`config.mk`:
```
export PLATFORM = sky130hd
export DESIGN_NAME = regfile_2r1w
export DESIGN_NICKNAME = d
export VERILOG_FILES = /design/src/rtl/regfile_2r1w.sv
export SDC_FILE = /design/constraint.sdc
export NUM_CORES = 2
export LEC_CHECK = 0
export ABC_AREA = 1
export CELL_PAD_IN_SITES_DETAIL_PLACEMENT = 1
export CELL_PAD_IN_SITES_GLOBAL_PLACEMENT = 1
export CORE_AREA = 2 2 405 407
export CTS_BUF_LIST = sky130_fd_sc_hd__clkbuf_16
export CTS_CLUSTER_SIZE = 24
export DETAILED_ROUTE_END_ITERATION = 6
export DIE_AREA = 0 0 407 409
export DONT_BUFFER_PORTS = 1
export PLACE_DENSITY = 0.72
export SLEW_MARGIN = 20
export SYNTH_ARGS = -nofsm -noshare
export SYNTH_HDL_FRONTEND = slang
export SYNTH_SLANG_ARGS = --single-unit
```
`constraint.sdc`:
```
create_clock -name clk -period 4.3 [get_ports clk]
set_input_delay 0.645 -clock clk [delete_from_list [all_inputs] [get_ports clk]]
set_output_delay 0.645 -clock clk [all_outputs]
set_load 0.01 [all_outputs]
```
`src/rtl/regfile_2r1w.sv`:
```
// 32-entry, 2-read/1-write register file; entry 0 reads as zero.
// Latency: reads are combinational; writes commit on the rising clk. Optional same-cycle write bypass.
// Backpressure: none; a write is accepted on every cycle that we is high.
module regfile_2r1w #(
    parameter int DATA_W = 32,
    parameter int ADDR_W = 5,
    parameter int BYPASS = 1
) (
    input  logic              clk,
    input  logic              rst_n,
    input  logic [ADDR_W-1:0] raddr_a,
    output logic [DATA_W-1:0] rdata_a,
    input  logic [ADDR_W-1:0] raddr_b,
    output logic [DATA_W-1:0] rdata_b,
    input  logic              we,
    input  logic [ADDR_W-1:0] waddr,
    input  logic [DATA_W-1:0] wdata,
    input  logic [ADDR_W-1:0] dbg_addr,
    output logic [DATA_W-1:0] dbg_data
);
    localparam int DEPTH = 2 ** ADDR_W;

    // Entry 0 has no storage; index 0 is decoded to zero on every read path.
    logic [DATA_W-1:0] mem_q [1:DEPTH-1];
    logic [DATA_W-1:0] mem_d [1:DEPTH-1];

    logic wr_en;
    logic hit_a;
    logic hit_b;

    assign wr_en = we && (waddr != '0);

    always_comb begin
        mem_d = mem_q;
        if (wr_en) begin
            mem_d[waddr] = wdata;
        end
    end

    always_ff @(posedge clk or negedge rst_n) begin
        if (!rst_n) begin
            for (int i = 1; i < DEPTH; i++) begin
                mem_q[i] <= '0;
            end
        end else begin
            for (int i = 1; i < DEPTH; i++) begin
                mem_q[i] <= mem_d[i];
            end
        end
    end

    function automatic logic [DATA_W-1:0] stored(input logic [ADDR_W-1:0] idx);
        if (idx == '0) begin
            return '0;
        end
        return mem_q[idx];
    endfunction

    // wdata goes straight into the output mux: it is the critical path.
    assign hit_a = (BYPASS != 0) && rst_n && wr_en && (waddr == raddr_a);
    assign hit_b = (BYPASS != 0) && rst_n && wr_en && (waddr == raddr_b);

    assign rdata_a  = hit_a ? wdata : stored(raddr_a);
    assign rdata_b  = hit_b ? wdata : stored(raddr_b);
    assign dbg_data = stored(dbg_addr);

endmodule

```
==> flow_summary.toml <==
[cells_and_area]
finish.net_count = 9958
layout.cells.most_common_list = "3436 x nand2_1, 1564 x nand3_1, 1236 x o21ai_0, 992 x dfrtp_1, 950 x inv_1"
largest_register = "mem_q"
largest_reg_flops = 992
drive_gt1_share_pct = 4.17
largestRegisters = "mem_q: 992 flops"
layout_commonest_cell = "nand2_1"
final_core_occ_pct = 44.2
areaGrowthSynthToFinish_pct = 8.31
design_area_um2 = 71600

[drt]
drc_errors = 0
firstDrtPassIters = 7
ant_nets = 0
detail_route.vias_per_cell = 6.29
totalWireLength_mm = 344
via_count = 76579
avgRoutedWirePerCell_um = 28.3
drt_iter0_markers = 9811

[synthesis]
seq_area_frac_synth_pct = 37.5
syn_nets = 10547
synth.avg_cell_area_um2 = 6.30
synth.ff_latch_count = 992
netlist_area_um2 = 66100
synth_cell_types = 26
yosys_warnings = 0
syn-instance-count = 10492

[setup_path]
crit_path_cell_trace = "inv_8 > nand2_4 > buf_4 > nor2_1 > nor2_1 > a21oi_1 > nor2_1 > nand2_1 > nand3_1 > nand2_1"
timing.critical_path.max_delay_family = "simple AND/OR/NAND/NOR gates"
worstPathMaxFanout = 470
max_stage_delay_ps = 560
critical_path_buf_inv_count = 2
worstPathRequired_ps = 3650
critical_path.most_common_cell = "nor2_1"
cp-end-kind = "primary output"
cp.arrival_ps = 3560
worst-r2r-setup-slack_ps = 3500
setup.worst_path.class = "input port to primary output"
critical_path.startpoint_type = "input port"
cp_slowest_cell = "inv_8"

[clock_tree]
tritoncts = "built"
insertion_delay_of_the_later_clocked_pin_in_the_worst_skew_pair_ps = 780
post_cts_setup_repair_buffer_count = 0
cts_made_buffers = 121
clock_path_buffers = 3
clk_pin_slew_ps = 50
cts_num_sinks = 992
htreeDepth = 3
cts-root-buf = "clkbuf_16"

[sta]
timing.final.hold_violations = 0
tightestPinTransition_ps = 1420
timing.slew.headroom_pct = 5.63
rsz0062_at_grt = "false"
post-route-period-util_pct = 97.9
finalSetupViolCount = 0
maxClockFrequency_mhz = 238
setup-tns-final_ps = 0
final.setup_skew_ps = 0
slew_violations = 0
finalWorstPathRequiredPeriod_ps = 4210

[power]
cellPowerDensity_nw_per_um2 = 419
finalPower_mw = 30.0
largest_vdd_supply_drop_uv = 311
leakage_nw = 34.0

[floorplanning]
die_w_um = 407
design.die.area_um2 = 166000
io_pins = 151
core_area_um2 = 162000
fp-row-count = 148
starting_density_of_the_core_pct = 40.8
fp.dieH_um = 409

[global_route]
grt_antenna_before_repair = 9
grt.overflow.total = 0
track_usage_pct = 40.7
grt_pass1_vias = 76633
grt_first_pass_wirelength_mm = 509
maximum_number_of_pins_on_one_net_before_global_route_repair = 551

[place]
dp_hpwl_mm = 181
portBuffers = 0
place_area_um2 = 67400
place_congestion = 0.870

[min_path]
holdCritPathClass = "input port to flip-flop"

[status]
status = "finished, final reports clean"

[run]
cap_violations = 0
[per-layer routing]
layer	vias to the layer above	global-route usage, %	share of wire (%)	wire length [µm]
met4	4	20.3	5.6	19400
met5	-	0	0.0078	27
met2	4585	61.3	42	146000
met1	38041	54.9	41	140000
li1	32806	-	-	-
met3	1143	8.96	11	39200
[final timing paths]
check	cells after the start	startpoint	end
max in group asynchronous	6	rst_n	mem_q[129]$_DFFE_PN0P_
worst max-delay path	10	raddr_b[0]	rdata_b[2]
worst min-delay path	2	wdata[29]	mem_q[61]$_DFFE_PN0P_
worst min register to register	2	mem_q[248]$_DFFE_PN0P_	mem_q[248]$_DFFE_PN0P_
min in group asynchronous	2	rst_n	mem_q[363]$_DFFE_PN0P_
worst max register to register	2	mem_q[789]$_DFFE_PN0P_	mem_q[789]$_DFFE_PN0P_
[cell type report]
| cell class | count | area (µm²) |
|---|---|---|
| Fill cell | 21398 | 90400 |
| Multi-Input combinational cell | 7657 | 34500 |
| Sequential cell | 992 | 24800 |
| Inverter | 941 | 3600 |
| Clock buffer | 124 | 3100 |
| Tap cell | 2175 | 2720 |
| Timing Repair Buffer | 190 | 2210 |
| Clock inverter | 96 | 617 |
| Antenna cell | 7 | 17.5 |
[timing repair]
item / 4_1_cts / 5_1_grt
endpoints found under the hold margin: 477 / 0
resized for setup: 0 / 0
hold buffers: 36 / 0
setup endpoints to repair: 0 / 0
[cell usage after synthesis]
cell / count / area, µm²
nand2_1: 3465 / 13000
nand3_1: 1564 / 7830
o21ai_0: 1236 / 6190
dfrtp_1: 992 / 24800
inv_1: 922 / 3460
clkbuf_1: 679 / 2550
nor2_1: 508 / 1910
a21oi_1: 346 / 1730
a31oi_1: 204 / 1280
o211ai_1: 188 / 1410
buf_2: 112 / 561
buf_1: 110 / 413
o21ai_1: 78 / 390
or2_2: 23 / 144
nand4_1: 20 / 125
inv_2: 13 / 48.8
nor3_2: 9 / 90.1
clkinv_1: 6 / 22.5
nor3_1: 4 / 20.0
xnor2_1: 4 / 35.0
nor2_4: 3 / 33.8
nor2_2: 2 / 12.5
buf_4: 1 / 7.51
nand2_2: 1 / 6.26
nor4_4: 1 / 21.3
o21bai_2: 1 / 11.3
[per-stage QoR]
stage / worst slack [ps] / hold slack [ps] / cells
floorplan: 1720 / 349 / 10492
detailed placement: 893 / 369 / 11917
finish: 91.5 / 30.2 / 12182
CTS: 793 / 0.494 / 12173
global placement: 881 / 370 / 11915
global route: 479 / 37.5 / 12176
[kinds of logic (layout without fill, tap and decap cells)]
group                     Yosys count  after routing  synth area share [%]
and+or+nand+nor                  5600           5600                  35.1
AOI/OAI and AO/OA                2053           2053                  16.6
buffers and inverters            1843           1351                  10.7
DFF                               992            992                  37.5
xor gates and xnor gates            4              4                0.0530
other                               0              7                     0
[report_power, final]
group / switching (mW) / total, mW / internal, mW / leakage (nW)
clock: 4.51 / 10.1 / 5.57 / 1.96
combinational: 5.03 / 7.43 / 2.40 / 19.4
sequential: 1.33 / 12.5 / 11.2 / 12.6
total: 10.9 / 30.0 / 19.1 / 34.0
No activity file was read; power rests on OpenSTA's default activity.
